**src/rtl/bp_stream_host_pkg.sv**
```systemverilog
// Shared constants and FSM state type for the BP stream host register bank.
package bp_stream_host_pkg;

    localparam logic [7:0] OFF_OUT_COUNT  = 8'h00;
    localparam logic [7:0] OFF_OUT_DATA   = 8'h04;
    localparam logic [7:0] OFF_IN_DATA    = 8'h08;
    localparam logic [7:0] OFF_IN_SPACE   = 8'h0C;
    localparam logic [7:0] OFF_STATUS     = 8'h10;
    localparam logic [7:0] OFF_IRQ_THRESH = 8'h14;

    localparam logic [31:0] UNDERFLOW_WORD = 32'hDEAD_BEEF;

    localparam logic [1:0] RESP_OKAY   = 2'b00;
    localparam logic [1:0] RESP_SLVERR = 2'b10;

    typedef enum logic [1:0] {
        e_idle  = 2'd0,
        e_bresp = 2'd1,
        e_rresp = 2'd2
    } state_e;

endpackage

```
**src/rtl/bp_stream_host_fifo.sv**
```systemverilog
// Ready/valid FIFO with occupancy count; els_p must be a power of 2.
module bp_stream_host_fifo #(
    parameter int width_p = 32,
    parameter int els_p   = 4
) (
    input  logic                         clk_i,
    input  logic                         reset_n_i,
    input  logic                         v_i,
    input  logic [width_p-1:0]           data_i,
    output logic                         ready_o,
    output logic                         v_o,
    output logic [width_p-1:0]           data_o,
    input  logic                         ready_i,
    output logic [$clog2(els_p+1)-1:0]   count_o
);
    localparam int cnt_w_lp = $clog2(els_p+1);
    localparam int ptr_w_lp = $clog2(els_p);

    logic [width_p-1:0]  r_mem [els_p];
    logic [ptr_w_lp-1:0] r_rd_ptr;
    logic [ptr_w_lp-1:0] r_wr_ptr;
    logic [cnt_w_lp-1:0] r_count;
    logic                w_push;
    logic                w_pop;

    // Ready depends on fullness alone: no pop-to-push bypass when full.
    assign ready_o = (r_count != cnt_w_lp'(els_p));
    assign v_o     = (r_count != '0);
    assign data_o  = r_mem[r_rd_ptr];
    assign count_o = r_count;
    assign w_push  = v_i & ready_o;
    assign w_pop   = v_o & ready_i;

    always_ff @(posedge clk_i) begin
        if (w_push) begin
            r_mem[r_wr_ptr] <= data_i;
        end
    end

    always_ff @(posedge clk_i or negedge reset_n_i) begin
        if (!reset_n_i) begin
            r_rd_ptr <= '0;
            r_wr_ptr <= '0;
            r_count  <= '0;
        end else begin
            if (w_push) r_wr_ptr <= r_wr_ptr + ptr_w_lp'(1);
            if (w_pop)  r_rd_ptr <= r_rd_ptr + ptr_w_lp'(1);
            case ({w_push, w_pop})
                2'b10:   r_count <= r_count + cnt_w_lp'(1);
                2'b01:   r_count <= r_count - cnt_w_lp'(1);
                default: r_count <= r_count;
            endcase
        end
    end

endmodule

```
**src/rtl/bp_stream_host_regs.sv**
```systemverilog
// Host AXI-lite register bank bridging the BP MMIO word streams.
// Optional BP_STREAM_HOST_IRQ_EN adds irq_o and the IRQ_THRESH register.
module bp_stream_host_regs
    import bp_stream_host_pkg::*;
#(
    parameter int s_axil_addr_width_p = 32,
    parameter int s_axil_data_width_p = 32,
    parameter int stream_data_width_p = 32,
    parameter int out_els_p           = 16,
    parameter int in_els_p            = 4
) (
    input  logic                           clk_i,
    input  logic                           reset_n_i,
    input  logic [s_axil_addr_width_p-1:0] s_axil_awaddr_i,
    input  logic                           s_axil_awvalid_i,
    output logic                           s_axil_awready_o,
    input  logic [s_axil_data_width_p-1:0] s_axil_wdata_i,
    input  logic [3:0]                     s_axil_wstrb_i,
    input  logic                           s_axil_wvalid_i,
    output logic                           s_axil_wready_o,
    output logic [1:0]                     s_axil_bresp_o,
    output logic                           s_axil_bvalid_o,
    input  logic                           s_axil_bready_i,
    input  logic [s_axil_addr_width_p-1:0] s_axil_araddr_i,
    input  logic                           s_axil_arvalid_i,
    output logic                           s_axil_arready_o,
    output logic [s_axil_data_width_p-1:0] s_axil_rdata_o,
    output logic [1:0]                     s_axil_rresp_o,
    output logic                           s_axil_rvalid_o,
    input  logic                           s_axil_rready_i,
    input  logic                           stream_v_i,
    input  logic [stream_data_width_p-1:0] stream_data_i,
    output logic                           stream_ready_o,
    output logic                           stream_v_o,
    output logic [stream_data_width_p-1:0] stream_data_o,
    input  logic                           stream_ready_i,
`ifdef BP_STREAM_HOST_IRQ_EN
    output logic                           irq_o,
`endif
    output logic [1:0]                     dbg_state_o
);
    localparam int out_cw_lp = $clog2(out_els_p+1);
    localparam int in_cw_lp  = $clog2(in_els_p+1);

    state_e                         r_state;
    logic                           r_run;
    logic                           r_bvalid;
    logic                           r_rvalid;
    logic [1:0]                     r_bresp;
    logic [1:0]                     r_rresp;
    logic [s_axil_data_width_p-1:0] r_rdata;
    logic [1:0]                     r_status;

    logic [7:0]                     w_waddr;
    logic [7:0]                     w_raddr;
    logic                           w_wr_acc;
    logic                           w_rd_acc;
    logic                           w_wr_map;
    logic                           w_rd_map;
    logic [s_axil_data_width_p-1:0] w_rd_data;
    logic                           w_out_ready;
    logic                           w_out_v;
    logic [stream_data_width_p-1:0] w_out_head;
    logic [out_cw_lp-1:0]           w_out_count;
    logic [s_axil_data_width_p-1:0] w_out_count_ext;
    logic                           w_in_ready;
    logic [in_cw_lp-1:0]            w_in_count;
    logic [in_cw_lp-1:0]            w_in_space;
    logic                           w_pop_out;
    logic                           w_push_in;
    logic [1:0]                     w_set;
    logic [1:0]                     w_clr;
    logic                           w_unused;
`ifdef BP_STREAM_HOST_IRQ_EN
    logic [s_axil_data_width_p-1:0] r_irq_thresh;
    logic                           r_irq;
`endif

    assign w_unused = ^{s_axil_wstrb_i, s_axil_awaddr_i, s_axil_araddr_i};

    assign w_waddr = {s_axil_awaddr_i[7:2], 2'b00};
    assign w_raddr = {s_axil_araddr_i[7:2], 2'b00};

    // r_run holds every ready low until the first clock after reset release.
    assign w_wr_acc = r_run && (r_state == e_idle) && s_axil_awvalid_i && s_axil_wvalid_i;
    assign w_rd_acc = r_run && (r_state == e_idle) && s_axil_arvalid_i &&
                      !(s_axil_awvalid_i && s_axil_wvalid_i);

    assign s_axil_awready_o = w_wr_acc;
    assign s_axil_wready_o  = w_wr_acc;
    assign s_axil_arready_o = w_rd_acc;
    assign s_axil_bvalid_o  = r_bvalid;
    assign s_axil_bresp_o   = r_bresp;
    assign s_axil_rvalid_o  = r_rvalid;
    assign s_axil_rresp_o   = r_rresp;
    assign s_axil_rdata_o   = r_rdata;
    assign stream_ready_o   = r_run & w_out_ready;
    assign dbg_state_o      = r_state;

    assign w_out_count_ext = s_axil_data_width_p'(w_out_count);
    assign w_in_space      = in_cw_lp'(in_els_p) - w_in_count;
    assign w_pop_out       = w_rd_acc && (w_raddr == OFF_OUT_DATA);
    assign w_push_in       = w_wr_acc && (w_waddr == OFF_IN_DATA);

    bp_stream_host_fifo #(.width_p(stream_data_width_p), .els_p(out_els_p)) out_fifo (
        .clk_i    (clk_i),
        .reset_n_i(reset_n_i),
        .v_i      (stream_v_i & r_run),
        .data_i   (stream_data_i),
        .ready_o  (w_out_ready),
        .v_o      (w_out_v),
        .data_o   (w_out_head),
        .ready_i  (w_pop_out),
        .count_o  (w_out_count)
    );

    bp_stream_host_fifo #(.width_p(stream_data_width_p), .els_p(in_els_p)) in_fifo (
        .clk_i    (clk_i),
        .reset_n_i(reset_n_i),
        .v_i      (w_push_in),
        .data_i   (s_axil_wdata_i),
        .ready_o  (w_in_ready),
        .v_o      (stream_v_o),
        .data_o   (stream_data_o),
        .ready_i  (stream_ready_i),
        .count_o  (w_in_count)
    );

    always_comb begin
        w_wr_map = 1'b0;
        case (w_waddr)
            OFF_IN_DATA, OFF_STATUS: w_wr_map = 1'b1;
`ifdef BP_STREAM_HOST_IRQ_EN
            OFF_IRQ_THRESH:          w_wr_map = 1'b1;
`endif
            default:                 w_wr_map = 1'b0;
        endcase
    end

    always_comb begin
        w_rd_map  = 1'b1;
        w_rd_data = '0;
        case (w_raddr)
            OFF_OUT_COUNT:  w_rd_data = w_out_count_ext;
            OFF_OUT_DATA:   w_rd_data = w_out_v ? w_out_head : UNDERFLOW_WORD;
            OFF_IN_SPACE:   w_rd_data[in_cw_lp-1:0] = w_in_space;
            OFF_STATUS:     w_rd_data[1:0] = r_status;
`ifdef BP_STREAM_HOST_IRQ_EN
            OFF_IRQ_THRESH: w_rd_data = r_irq_thresh;
`endif
            default:        w_rd_map = 1'b0;
        endcase
    end

    // Sticky set takes precedence over a same-cycle write-1-to-clear.
    assign w_set = {w_push_in & ~w_in_ready, w_pop_out & ~w_out_v};
    assign w_clr = (w_wr_acc && (w_waddr == OFF_STATUS)) ? s_axil_wdata_i[1:0] : 2'b00;

    always_ff @(posedge clk_i or negedge reset_n_i) begin
        if (!reset_n_i) begin
            r_state  <= e_idle;
            r_run    <= 1'b0;
            r_bvalid <= 1'b0;
            r_rvalid <= 1'b0;
            r_bresp  <= RESP_OKAY;
            r_rresp  <= RESP_OKAY;
            r_rdata  <= '0;
            r_status <= 2'b00;
        end else begin
            r_run    <= 1'b1;
            r_status <= (r_status & ~w_clr) | w_set;
            case (r_state)
                e_idle: begin
                    if (w_wr_acc) begin
                        r_state  <= e_bresp;
                        r_bvalid <= 1'b1;
                        r_bresp  <= w_wr_map ? RESP_OKAY : RESP_SLVERR;
                    end else if (w_rd_acc) begin
                        r_state  <= e_rresp;
                        r_rvalid <= 1'b1;
                        r_rresp  <= w_rd_map ? RESP_OKAY : RESP_SLVERR;
                        r_rdata  <= w_rd_data;
                    end
                end
                e_bresp: begin
                    if (s_axil_bready_i) begin
                        r_state  <= e_idle;
                        r_bvalid <= 1'b0;
                    end
                end
                e_rresp: begin
                    if (s_axil_rready_i) begin
                        r_state  <= e_idle;
                        r_rvalid <= 1'b0;
                    end
                end
                default: r_state <= e_idle;
            endcase
        end
    end

`ifdef BP_STREAM_HOST_IRQ_EN
    always_ff @(posedge clk_i or negedge reset_n_i) begin
        if (!reset_n_i) begin
            r_irq_thresh <= s_axil_data_width_p'(1);
            r_irq        <= 1'b0;
        end else begin
            if (w_wr_acc && (w_waddr == OFF_IRQ_THRESH)) begin
                r_irq_thresh <= s_axil_wdata_i;
            end
            r_irq <= (w_out_count_ext >= r_irq_thresh) && (r_irq_thresh != '0);
        end
    end

    assign irq_o = r_irq;
`endif

endmodule
```
**config.mk**
```make
export PLATFORM = sky130hd
export DESIGN_NAME = bp_stream_host_regs
export DESIGN_NICKNAME = d
export VERILOG_FILES = /design/src/rtl/bp_stream_host_pkg.sv /design/src/rtl/bp_stream_host_fifo.sv /design/src/rtl/bp_stream_host_regs.sv
export SDC_FILE = /design/constraint.sdc
export NUM_CORES = 1
export LEC_CHECK = 0
export ABC_AREA = 1
export CORE_MARGIN = 2
export CORE_UTILIZATION = 56
export CTS_CLUSTER_SIZE = 14
export DETAILED_ROUTE_END_ITERATION = 8
export PLACE_DENSITY = 0.77
export SLEW_MARGIN = 20
export SYNTH_ARGS = -nofsm -noshare
export SYNTH_HDL_FRONTEND = slang
export SYNTH_HIERARCHICAL = 1
export SYNTH_SLANG_ARGS = --single-unit
```
**constraint.sdc**
```tcl
create_clock -name clk_i -period 4.4 [get_ports clk_i]
set_input_delay 0.44 -clock clk_i [delete_from_list [all_inputs] [get_ports clk_i]]
set_output_delay 0.44 -clock clk_i [all_outputs]
set_load 0.01 [all_outputs]
```
==> flow_metrics.env <==
export IMPL_synth_cell_type_count=32
export IMPL_r2r_end="out_fifo/r_mem[15][5]"
export IMPL_fmaxAchievable_mhz=321
export IMPL_first_global_vias=19941
export IMPL_cts_setup_buffers=0
export IMPL_slew_violations=0
export IMPL_grt_pass1_wl_um=107000
export IMPL_synth_cell_area_sq_um=29800
export IMPL_r2r_start="out_fifo/count_o[0]"
export IMPL_worst_pin_slew_ps=1080
export IMPL_routed_wl_um=69700
export IMPL_slowest_delay_ps=630
export IMPL_synth_seq_cells=701
export IMPL_p_leak_nw=14.3
export IMPL_cp_max_fo=129
export IMPL_drtPass1Iterations=6
export IMPL_wl_per_cell_um=18.9
export IMPL_finalCritPeriodShare=0.709
export IMPL_finClkSkew_ps=23.0
export IMPL_met1_usage=0.317
export IMPL_p_per_area_nw_per_um2=487
export IMPL_hold_path_class="in2async"
export IMPL_grtUsageMet3=0.0408
export IMPL_violations="hold timing"
export IMPL_die_height_um=235
export IMPL_htreeDepth=3
export IMPL_rows=84
export IMPL_grtUsageMet2=0.430
export IMPL_drtAntennaViolNets=0
export IMPL_hold_slack_ps=-19.4
export IMPL_antenna_found_initial=4
export IMPL_crit_chain="clkinv_2 -> buf_6 -> nand2_1 -> o211ai_1 -> nand2_1 -> clkdlybuf4s50_1"
export IMPL_synthCells=2795
export IMPL_crit_path_start_kind="register"
export IMPL_reg2reg_slack_ps=1470
export IMPL_path_class="reg2out"
export IMPL_dr_first_iter_drc_count=1932
export IMPL_vias=20149
export IMPL_area_growth_syn_to_layout_pct=15.4
export IMPL_vias_per_cell=5.46
export IMPL_clockBufferDepth=3
export IMPL_crit_family="buffers and inverters"
export IMPL_clockRootBuffer="clkbuf_16"
export IMPL_die_x_um=235
export IMPL_clkSlewWorstSetupHoldPaths_ps=60
export IMPL_ys_seq_area_frac=0.696
export IMPL_place_hpwl_um=38600
export IMPL_startpoint="in_fifo/r_rd_ptr[0]"
export IMPL_cts_tree="built"
export IMPL_peakVddDrop_uv=340
export IMPL_endpoint="stream_data_o[26]"
export IMPL_port_buffers=159
export IMPL_place_congestion=0.838
export IMPL_dieArea_sq_um=55100
export IMPL_finalHoldViolCount=13
export IMPL_gr_total_overflow=0
export IMPL_ctsResizeCount=0
export IMPL_setup_viol=0
export IMPL_cts_hold_buf=0
export IMPL_period_minus_slack_ps=3120
export IMPL_required_ps=3960
export IMPL_maxSlewHeadroom=0.282
export IMPL_grt_max_degree=222
export IMPL_n_fill_cell=3750
export IMPL_status="finished with violations"
export IMPL_ioPinCount=218
export IMPL_cpMostUsedCell="nand2_1"
export IMPL_yosys_warnings=6
export IMPL_fin_nets=3100
export IMPL_cts_buffers=71
export IMPL_clock_latency_ps=620
export IMPL_avgSynthCellArea_sq_um=10.7
export IMPL_worst_path_buf_inv=3
export IMPL_fp_coreArea_sq_um=52600
export IMPL_drc=0
export IMPL_cp_num_cells=6
export IMPL_layout_drive_gt1_share=0.0617
export IMPL_arrival_ps=2680
export IMPL_end_kind="output pin"
export IMPL_top_usage_layer="met2"
export IMPL_drv_cap=0
export IMPL_finalSetupTns_ps=0
export IMPL_rsz0062_at_grt="no"
export IMPL_initial_utilization=0.567
export IMPL_slowest_stage="buf_6"
export IMPL_cts_num_sinks=701
export IMPL_grt_use_total=0.250
export IMPL_reg2reg_depth=7
## synth_stat cells (all sizes together)
master | number | area share
or2 | 2 | 0.00042
ha | 15 | 0.0063
buf | 111 | 0.024
nand4 | 7 | 0.0022
o211ai | 64 | 0.016
inv | 316 | 0.040
and3b | 1 | 0.00029
edfxtp | 640 | 0.64
clkbuf | 20 | 0.0025
nand3b | 3 | 0.00076
xor2 | 6 | 0.0018
dfrtp | 61 | 0.051
fa | 2 | 0.0013
xnor2 | 4 | 0.0012
nand3 | 225 | 0.038
nand2 | 1041 | 0.13
o31ai | 1 | 0.00025
conb | 2 | 0.00025
nor2 | 244 | 0.032
o21ai | 30 | 0.0052
## registers in the layout, indices dropped and copies added (netlist names), 3 cells and up
register	cells
out_fifo/r_mem	512
in_fifo/r_mem	128
s_axil_rdata_o	32
out_fifo/count_o	5
out_fifo/r_rd_ptr	4
out_fifo/r_wr_ptr	4
in_fifo/count_o	3
## per-stage QoR
step	worst slack, ps	utilization	cell area (sq um)	power (W)	cells
3_3_place_gp	1230	0.610	32100	0.0107	3557
3_5_place_dp	1180	0.610	32100	0.0108	3557
2_1_floorplan	1520	-	29800	0.00969	2796
5_1_grt	1100	0.655	34400	0.0174	3687
4_1_cts	1030	0.655	34400	0.0168	3684
6_report	1280	0.655	34400	0.0168	3688
## layer usage
| metal | up-vias | wire length, um |
|---|---|---|
| met5 | - | 0 |
| met4 | 0 | 2270 |
| met2 | 869 | 35000 |
| met3 | 150 | 5260 |
| li1 | 9400 | - |
| met1 | 9730 | 27200 |
## layout make-up
cell class              instances  area (sq um)  area share
flip-flops and latches        701         20700       0.603
repair buffers                204          2060      0.0597
multi-input cells            1648          7220       0.210
clock inverters                34           422      0.0123
well taps                     688           861      0.0250
diodes                          4          10.0    0.000291
inverters                     316          1190      0.0347
clock buffers                  93          1900      0.0552
## cell usage in the layout (no fill, tap or decap), types with 2 or more instances in the layout
| cell type | n |
|---|---|
| inv_2 | 5 |
| nand4_1 | 5 |
| edfxtp_1 | 640 |
| buf_4 | 35 |
| o211ai_1 | 64 |
| xnor2_1 | 4 |
| nand2_1 | 1041 |
| clkbuf_1 | 19 |
| inv_6 | 4 |
| nor2_2 | 6 |
| clkinv_2 | 7 |
| clkinv_8 | 3 |
| clkinvlp_4 | 2 |
| clkinv_1 | 11 |
| clkdlybuf4s50_1 | 158 |
| diode_2 | 4 |
| clkbuf_8 | 2 |
| conb_1 | 3 |
| nor2_4 | 22 |
| dfrtp_1 | 59 |
| xor2_1 | 6 |
| ha_1 | 15 |
| bufinv_16 | 8 |
| fa_1 | 2 |
| clkbuf_16 | 72 |
| nor2_1 | 216 |
| o21ai_1 | 21 |
| buf_12 | 10 |
| inv_1 | 309 |
| nand3_1 | 224 |
| nand3b_1 | 3 |
| o21ai_0 | 8 |
## power by group
| part | switching (W) | internal, W | leakage (nW) |
|---|---|---|---|
| logic | 0.00194 | 0.00107 | 6.58 |
| clock network | 0.00248 | 0.00354 | 1.12 |
| registers | 0.000134 | 0.00759 | 6.57 |
## logic make-up (layout without fill, tap and decap cells)
| family | Yosys count | in the layout | synth area share |
|---|---|---|---|
| other cells | 2 | 7 | 0.000252 |
| flops | 701 | 701 | 0.696 |
| xor+xnor | 10 | 10 | 0.00294 |
| compound gates | 95 | 95 | 0.0215 |
| simple gates | 1523 | 1523 | 0.205 |
| fa+ha+maj | 17 | 17 | 0.00764 |
| buf+inv | 447 | 647 | 0.0664 |
## worst min path at each step
stage	from	end	slack (ps)	depth (start not counted)
detailed placement	s_axil_rdata_o[6]	s_axil_rdata_o[6]	460	2
floorplan	reset_n_i	dbg_state_o[0]	140	0
CTS	reset_n_i	s_axil_rvalid_o	10	1
global route	reset_n_i	s_axil_rvalid_o	40	1
global placement	s_axil_rvalid_o	s_axil_rvalid_o	460	2
finish	reset_n_i	s_axil_bvalid_o	-20	1
(Power assumes the default switching activity.)
